`src/rtl/clk_gen_supervisor.sv`:
```
// Supervisor for the MMCM clock generator: pulses its reset, retries on lock
// timeout, and releases downstream domain resets in order once lock is stable.
module clk_gen_supervisor #(
    parameter int unsigned RST_PULSE_CYCLES = 16,
    parameter int unsigned LOCK_TIMEOUT     = 65535,
    parameter int unsigned STABLE_CYCLES    = 1024,
    parameter int unsigned NUM_STAGES       = 4,
    parameter int unsigned STAGE_GAP        = 8,
    parameter int unsigned MAX_RETRIES      = 3,
    parameter int unsigned CNT_W            = 20
) (
    input  logic                  clk,
    input  logic                  rst,
    input  logic                  locked_in,
    input  logic                  force_reset,
    output logic                  mmcm_rst,
    output logic [NUM_STAGES-1:0] stage_rst_n,
    output logic                  ready,
    output logic                  fail,
    output logic [3:0]            retry_count,
    output logic [7:0]            lock_loss_count
);

    typedef enum logic [2:0] {
        S_RESET,
        S_WAIT_LOCK,
        S_STABLE,
        S_RELEASE,
        S_RUN,
        S_FAIL
    } state_t;

    localparam logic [CNT_W-1:0] RST_LAST     = CNT_W'(RST_PULSE_CYCLES - 1);
    localparam logic [CNT_W-1:0] TIMEOUT_LAST = CNT_W'(LOCK_TIMEOUT - 1);
    localparam logic [CNT_W-1:0] STABLE_LAST  = CNT_W'(STABLE_CYCLES - 1);
    localparam logic [CNT_W-1:0] GAP_LAST     = CNT_W'(STAGE_GAP - 1);

    state_t                  r_state;
    logic [CNT_W-1:0]        r_cnt;
    logic                    r_lock_meta;
    logic                    r_lock_s;
    logic [NUM_STAGES-1:0]   w_stage_next;
    logic [7:0]              w_loss_next;
    logic [3:0]              w_retry_next;
    logic                    w_lock_drop;

    always_ff @(posedge clk) begin
        if (!rst) begin
            r_lock_meta <= 1'b0;
            r_lock_s    <= 1'b0;
        end else begin
            r_lock_meta <= locked_in;
            r_lock_s    <= r_lock_meta;
        end
    end

    // Stages release as a thermometer code growing from bit 0.
    assign w_stage_next = (stage_rst_n << 1) | NUM_STAGES'(1);
    assign w_loss_next  = (lock_loss_count == 8'hFF) ? lock_loss_count : lock_loss_count + 8'd1;
    assign w_retry_next = (retry_count == 4'hF) ? retry_count : retry_count + 4'd1;
    assign w_lock_drop  = ((r_state == S_RELEASE) || (r_state == S_RUN)) && !r_lock_s;

    always_ff @(posedge clk) begin
        if (!rst) begin
            r_state         <= S_RESET;
            r_cnt           <= '0;
            mmcm_rst        <= 1'b1;
            stage_rst_n     <= '0;
            ready           <= 1'b0;
            fail            <= 1'b0;
            retry_count     <= '0;
            lock_loss_count <= '0;
        end else if (force_reset) begin
            r_state     <= S_RESET;
            r_cnt       <= '0;
            mmcm_rst    <= 1'b1;
            stage_rst_n <= '0;
            ready       <= 1'b0;
            fail        <= 1'b0;
            retry_count <= '0;
        end else if (w_lock_drop) begin
            r_state         <= S_RESET;
            r_cnt           <= '0;
            mmcm_rst        <= 1'b1;
            stage_rst_n     <= '0;
            ready           <= 1'b0;
            lock_loss_count <= w_loss_next;
        end else begin
            unique case (r_state)
                S_RESET: begin
                    if (r_cnt == RST_LAST) begin
                        r_state  <= S_WAIT_LOCK;
                        r_cnt    <= '0;
                        mmcm_rst <= 1'b0;
                    end else begin
                        r_cnt <= r_cnt + CNT_W'(1);
                    end
                end
                S_WAIT_LOCK: begin
                    if (r_lock_s) begin
                        r_state <= S_STABLE;
                        r_cnt   <= '0;
                    end else if (r_cnt == TIMEOUT_LAST) begin
                        r_cnt    <= '0;
                        mmcm_rst <= 1'b1;
                        if (32'(retry_count) < MAX_RETRIES) begin
                            r_state     <= S_RESET;
                            retry_count <= w_retry_next;
                        end else begin
                            r_state <= S_FAIL;
                            fail    <= 1'b1;
                        end
                    end else begin
                        r_cnt <= r_cnt + CNT_W'(1);
                    end
                end
                S_STABLE: begin
                    // A dropout here is treated as an unfinished lock, not a loss or retry.
                    if (!r_lock_s) begin
                        r_state  <= S_RESET;
                        r_cnt    <= '0;
                        mmcm_rst <= 1'b1;
                    end else if (r_cnt == STABLE_LAST) begin
                        r_state <= S_RELEASE;
                        r_cnt   <= '0;
                    end else begin
                        r_cnt <= r_cnt + CNT_W'(1);
                    end
                end
                S_RELEASE: begin
                    if (&stage_rst_n) begin
                        r_state     <= S_RUN;
                        r_cnt       <= '0;
                        ready       <= 1'b1;
                        retry_count <= '0;
                    end else if (r_cnt == GAP_LAST) begin
                        stage_rst_n <= w_stage_next;
                        r_cnt       <= '0;
                    end else begin
                        r_cnt <= r_cnt + CNT_W'(1);
                    end
                end
                S_RUN: begin
                    r_cnt <= '0;
                end
                S_FAIL: begin
                    r_cnt <= '0;
                end
                default: begin
                    r_state  <= S_RESET;
                    r_cnt    <= '0;
                    mmcm_rst <= 1'b1;
                end
            endcase
        end
    end

endmodule

```
`config.mk`:
```
export PLATFORM = sky130hd
export DESIGN_NAME = clk_gen_supervisor
export DESIGN_NICKNAME = d
export VERILOG_FILES = /design/src/rtl/clk_gen_supervisor.sv
export SDC_FILE = /design/constraint.sdc
export NUM_CORES = 1
export LEC_CHECK = 0
export BUFFER_PORTS_ARGS = -buffer_cell sky130_fd_sc_hd__buf_2
export CAP_MARGIN = 20
export CORE_UTILIZATION = 50
export CTS_CLUSTER_SIZE = 12
export DETAILED_ROUTE_END_ITERATION = 7
export PLACE_DENSITY = 0.71
export SYNTH_ARGS = -nofsm -noshare
export SYNTH_HDL_FRONTEND = slang
export SYNTH_SLANG_ARGS = --single-unit
```
`constraint.sdc`:
```
create_clock -name clk -period 2.02 [get_ports clk]
set_input_delay 0.303 -clock clk [delete_from_list [all_inputs] [get_ports clk]]
set_output_delay 0.303 -clock clk [all_outputs]
set_load 0.005 [all_outputs]
```
=== Yosys cells after proc, flatten, opt, wreduce, memory -nomap -nowiden ===
Cells that the tools add are included.
Widths: inputs -> output; s select.

* $add $sub $neg: 3
* $lt $le $gt $ge: 1
* Equal/unequal tests: 20
* Muxes and demuxes: 27
* Bitwise gates (word level): 9
* Reductions and logical operators: 17

{| class="wikitable"
|+ Operators with widths
! cell !! number
|-
| $mux 20 || 7
|-
| $pmux 20 s4 || 1
|-
| $mux 3 || 7
|-
| $add 20x1->20 const B || 1
|-
| $eq 20x10->1 const B || 1
|-
| $eq 20x16->1 const B || 1
|-
| $eq 20x3->1 const B || 1
|-
| $eq 20x4->1 const B || 1
|-
| $mux 4 || 5
|-
| $reduce_and 5->1 || 4
|-
| $pmux 3 s5 || 1
|-
| $ne 2x2->1 const B || 6
|-
| $not 1->1 || 9
|-
| $add 8x1->8 const B || 1
|-
| $eq 8x8->1 const B || 1
|-
| $pmux 4 s2 || 1
|-
| $reduce_and 7->1 || 1
|-
| $eq 3x2->1 const B || 2
|-
| $eq 3x3->1 const B || 2
|-
| $ne 3x3->1 const B || 2
|-
| $reduce_and 3->1 || 2
|-
| $reduce_or 3->1 || 2
|-
| $add 4x1->4 const B || 1
|-
| $eq 4x4->1 const B || 1
|-
| other kinds (12) || 16
|}

* Bits in registers: 44
* Bits of input ports: 4
* Output and inout port bits: 19

=== Longest topological paths before layout ===
* Word-level depth: 6
* Depth in mapped cells: 7
* Mapped depth without buffers: 6

=== Least setup slack after synthesis ===
OpenSTA, ideal clock, no wires.

* Path type: register to register
* Start point: register r_cnt[0]
* End point: register r_cnt[13]
* Setup time: 115 ps
* Arrival: 1869 ps
* Data required time: 1905 ps
* Slack: 36 ps
* Stages on the path, launching flop included: 8
* Path buffers: 2
* Clock period less this slack: 1984 ps
* Cell sequence: dfxtp_1 -> ha_1 -> clkbuf_1 -> nand3_1 -> o21ba_2 -> o41ai_2 -> buf_6 -> nor2_2

* Word-level cells in the longest chain between the ends: 4

{| class="wikitable"
|+ RTL lines
! what !! RTL line !! source
|-
| start, declared || 39 || <nowiki>logic [CNT_W-1:0] r_cnt;</nowiki>
|-
| start signal, assigned || 96 || <nowiki>r_cnt <= r_cnt + CNT_W'(1);</nowiki>
|-
| start signal, assigned || 114 || <nowiki>r_cnt <= r_cnt + CNT_W'(1);</nowiki>
|-
| start signal, assigned || 127 || <nowiki>r_cnt <= r_cnt + CNT_W'(1);</nowiki>
|-
| $add 20x1->20 (tied with other cells) || n/a ||
|-
| $mux 20 (on tied branches) || 136, 103, 123 ||
|-
| $mux 20 (on tied branches) || 131, 100, 119 ||
|-
| $pmux 20 s4 (*) || 89 || <nowiki>unique case (r_state)</nowiki>
|}

Mark *: on every way between the ends. The rest lies on a longest branch, timed or not.
A chain may end at the register's enable or synchronous reset.

=== Worst setup path in the final report ===
* Start point: register r_cnt[19]
* End point: register r_cnt[10]

* Word-level cells in the longest chain between the ends: 4

{| class="wikitable"
|+ RTL lines
! what !! RTL line !! source
|-
| $eq 20x3->1 (tied with other cells) || 136 || <nowiki>end else if (r_cnt == GAP_LAST) begin</nowiki>
|-
| $mux 20 (on tied branches) || 136, 103, 123 ||
|-
| $mux 20 (on tied branches) || 131, 100, 119 ||
|-
| $pmux 20 s4 (*) || 89 ||
|}

Marked as above.

==> PnR_summary.wiki <==
{| class="wikitable"
! Metric !! Value
|-
| GR Overflow Total || 0
|-
| Leakage || 1.083 nW
|-
| Largest driver fanout on the critical path || 5
|-
| Area inside the core boundary || 0.004354 mm2
|-
| Number of buffers inserted during clock tree synthesis || 5
|-
| Setup tns final || 0 ns
|-
| Post-detailed-placement half-perimeter wirelength || 3353 um
|-
| Setup repair after global routing missed its margin || true
|-
| 1st-pass router iterations || 4
|-
| Final number of max-transition violations || 0
|-
| Required time worst endpoint || 2.22 ns
|-
| Relative slew slack || 73.37%
|-
| Non-Filler Instances || 349
|-
| GRT Resource Usage Total || 20.43%
|-
| Num rows || 24
|-
| Worst Hold Class || in2reg
|-
| Mapped Avg Cell Area || 8.912 um2
|-
| CP Class || reg2reg
|-
| Clock latency on the worst-skew pair || 0.30 ns
|-
| Die Wd || 69.15 um
|-
| Total Wirelength || 4810 um
|-
| Number of standard cells after synthesis || 253
|-
| FF+latch area || 887.1 um2
|-
| Cell class contributing the biggest share of worst-path delay || compound AO/OA/AOI/OAI gates
|-
| Slew at the pin closest to its max-slew limit || 0.3980 ns
|-
| Nets || 305
|-
| Die outline area || 0.004782 mm2
|-
| Power density cells || 599.8 mW/mm2
|-
| CTS Hold Bufs || 0
|-
| Number of violations of the max-capacitance limit || 0
|-
| Area occupied by multi-input gates || 0.001351 mm2
|-
| Count leader, synth || sky130_fd_sc_hd__dfxtp_1
|-
| Number of hold violations in the final report || 0
|-
| Global-route wire length before repair || 7893 um
|-
| Deepest clock path buffer count || 2
|-
| Clock slew at the register clock pins of the worst setup and hold paths || 0.08 ns
|-
| Fraction of final layout cells sized beyond drive strength 1 || 31.65%
|-
| Number of violations reported at the end of detailed-routing iteration 0 || 58
|-
| Element type at the critical path end || register
|-
| WL/cell || 13.78 um
|-
| Worst IR Drop VDD || 0.0004584 V
|-
| Largest stage delay on the critical path || 0.35 ns
|-
| Share of synthesized flip-flops with an asynchronous set or reset || 0%
|-
| Area of the mapped netlist || 0.002255 mm2
|-
| Shortest clock period the worst path allows after layout || 2.009 ns
|-
| Number of distinct standard cells referenced by the synthesized netlist || 47
|-
| Syn_nets || 262
|-
| Maximum achievable frequency || 497.7 MHz
|-
| Leading post-synthesis cells by instance count || sky130_fd_sc_hd__dfxtp_1, sky130_fd_sc_hd__nand2_1, sky130_fd_sc_hd__nor2_1
|-
| Count of buffering cells on the critical path with inverters included || 2
|-
| CTS tree || yes
|-
| Sequential cell area fraction in the yosys report || 39.07%
|-
| Post-synth top area share || 39.07%
|-
| Number of flops mapped to enable cells by yosys || 0
|-
| Number of flip-flops and latches in the synthesized netlist || 44
|-
| Post-route DRC violation count || 0
|-
| Maximum level of the CTS H-tree || 2
|-
| Total of warnings raised by yosys || 0
|-
| Initial antenna violation count || 0
|-
| Cell type with the largest total area after synthesis || sky130_fd_sc_hd__dfxtp_1
|-
| I/O pins || 23
|-
| Port Buffers || 22
|-
| Vias in the first global route || 1787
|-
| Initial core utilization || 51.78%
|-
| Data arrival time at the worst-slack endpoint || 2.21 ns
|-
| Remaining antenna violation count || 0
|-
| Inserted Diodes || 0
|-
| Vias per std cell || 5.519
|-
| Area overhead of the layout relative to synthesis || 23.58%
|-
| Ranking of synthesized cells by area || sky130_fd_sc_hd__dfxtp_1, sky130_fd_sc_hd__nor2_2, sky130_fd_sc_hd__xor2_1
|-
| Vertical die dimension || 69.15 um
|-
| Clock sink count || 44
|-
| Critical-path cell list || nor4_4, nand4_1, o311a_1, o41ai_4, buf_6, clkbuf_16, nor2_2
|-
| CP startpoint kind || register
|-
| Placed insts || 335
|-
| Final setup violation count || 0
|-
| Post-route fraction of the period consumed by the critical path || 99.46%
|-
| Maximum number of pins on one net before global-route repair || 21
|-
| Filler instances || 363
|-
| Slowest cell on crit path || sky130_fd_sc_hd__dfxtp_2
|-
| Predominant post-synthesis flop cell || sky130_fd_sc_hd__dfxtp_1
|-
| Routed via count || 1926
|-
| Clock tree skew after final layout || 0.005958 ns
|-
| Routability congestion estimate || 0.8441
|-
| Result of the run || finished clean
|-
| Cell chosen for the clock root || sky130_fd_sc_hd__clkbuf_8
|}
cell usage in the layout (no fill, tap or decap), types with 4 or more instances in the layout:
cell type,netlist,layout
sky130_fd_sc_hd__nand3_1,9,9
sky130_fd_sc_hd__or3_1,7,7
sky130_fd_sc_hd__xor2_1,13,13
sky130_fd_sc_hd__mux2i_1,6,6
sky130_fd_sc_hd__nor2_1,23,23
sky130_fd_sc_hd__nand2_1,25,25
sky130_fd_sc_hd__and2_1,8,8
sky130_fd_sc_hd__nor2_2,19,19
sky130_fd_sc_hd__a21oi_1,8,8
sky130_fd_sc_hd__nor3_1,9,9
sky130_fd_sc_hd__buf_2,1,22
sky130_fd_sc_hd__dfxtp_1,44,39
sky130_fd_sc_hd__clkbuf_8,0,7
sky130_fd_sc_hd__and3_1,6,6
sky130_fd_sc_hd__dfxtp_2,0,5
sky130_fd_sc_hd__ha_1,5,5
sky130_fd_sc_hd__nand4_1,11,11
sky130_fd_sc_hd__buf_4,0,19
sky130_fd_sc_hd__xnor2_1,9,9
sky130_fd_sc_hd__nor4_4,1,4
worst register-to-register path, delay by kind of cell (launching register included):
kind	cells	cell delay [ns]
AND/OR/NAND/NOR	3	0.53
buffers and inverters	2	0.33
flip-flops	1	0.35
AO/OA/AOI/OAI	2	0.70
state kept, by name (all words and copies together) (netlist names):
name	count
r_cnt	20
lock_loss_count	8
retry_count	4
stage_rst_n	4
r_state	3
fail	1
mmcm_rst	1
r_lock_meta	1
r_lock_s	1
ready	1
per-stage QoR:
stage	setup slack (ns)	utilization, %	total power, mW	cell area, um2	hold WS, ns
4_1_cts	0.01528	61.15	1.679	2663	0.2103
6_report	0.01091	63.99	1.671	2786	0.2148
2_1_floorplan	0.03568	-	0.9245	2255	0.4118
3_5_place_dp	-0.03030	58.05	0.9389	2527	0.4244
3_3_place_gp	0.009165	58.05	0.9379	2527	0.4137
5_1_grt	-0.1000	63.99	1.735	2786	0.2125
worst paths after layout:
| path | startpoint | endpoint | slack (ns) | cells past startpoint |
|---|---|---|---|---|
| max reg2reg | r_cnt[19] | r_cnt[10] | 0.01 | 7 |
| min | locked_in | r_lock_meta | 0.21 | 2 |
| max | r_cnt[19] | r_cnt[10] | 0.01 | 7 |
| min reg2reg | r_lock_meta | r_lock_s | 0.44 | 1 |
where the power goes:
part           switching (mW)  leakage [nW]  internal, mW
Combinational          0.0310         0.661        0.0275
Sequential            0.00567         0.358         0.870
Clock                   0.301        0.0645         0.436
Total                   0.337          1.08          1.33
layer usage:
metal | global-route usage [%] | wire length [um] | vias to the layer above
li1 | - | - | 973
met1 | 26.47 | 2311 | 905
met2 | 31.72 | 2202 | 41
met3 | 3.655 | 198 | 7
met4 | 12.02 | 96 | 0
met5 | 0 | 0 | -
timing repair:
| action | in CTS | in global routing |
|---|---|---|
| cloned | 0 | 3 |
| resized for setup | 1 | 10 |
| buffers inserted | 0 | 3 |
| pin swaps | 0 | 6 |
| setup endpoints to repair | 20 | 24 |
| endpoints found under the hold margin | 0 | 0 |
final cells by class:
type | instances | share of cell area, %
sequential | 44 | 31.84
clock inverter | 1 | 1.078
timing repair buffer | 46 | 12.39
inverter | 3 | 0.4041
tap | 52 | 2.335
multi-input combinational | 196 | 48.50
clock buffer | 7 | 3.458
kinds of logic (layout without fill, tap and decap cells):
| logic type | count (synthesis) | after routing | share of synthesized area [%] |
|---|---|---|---|
| muxes | 6 | 6 | 2.664 |
| xor gates and xnor gates | 22 | 22 | 8.546 |
| AOI/OAI and AO/OA | 24 | 24 | 8.047 |
| DFF | 44 | 44 | 39.07 |
| buffers and inverters | 13 | 57 | 3.218 |
| adders and majority gates | 5 | 5 | 2.775 |
| and+or+nand+nor | 139 | 139 | 35.68 |
Power figures use the tool's default switching activity.
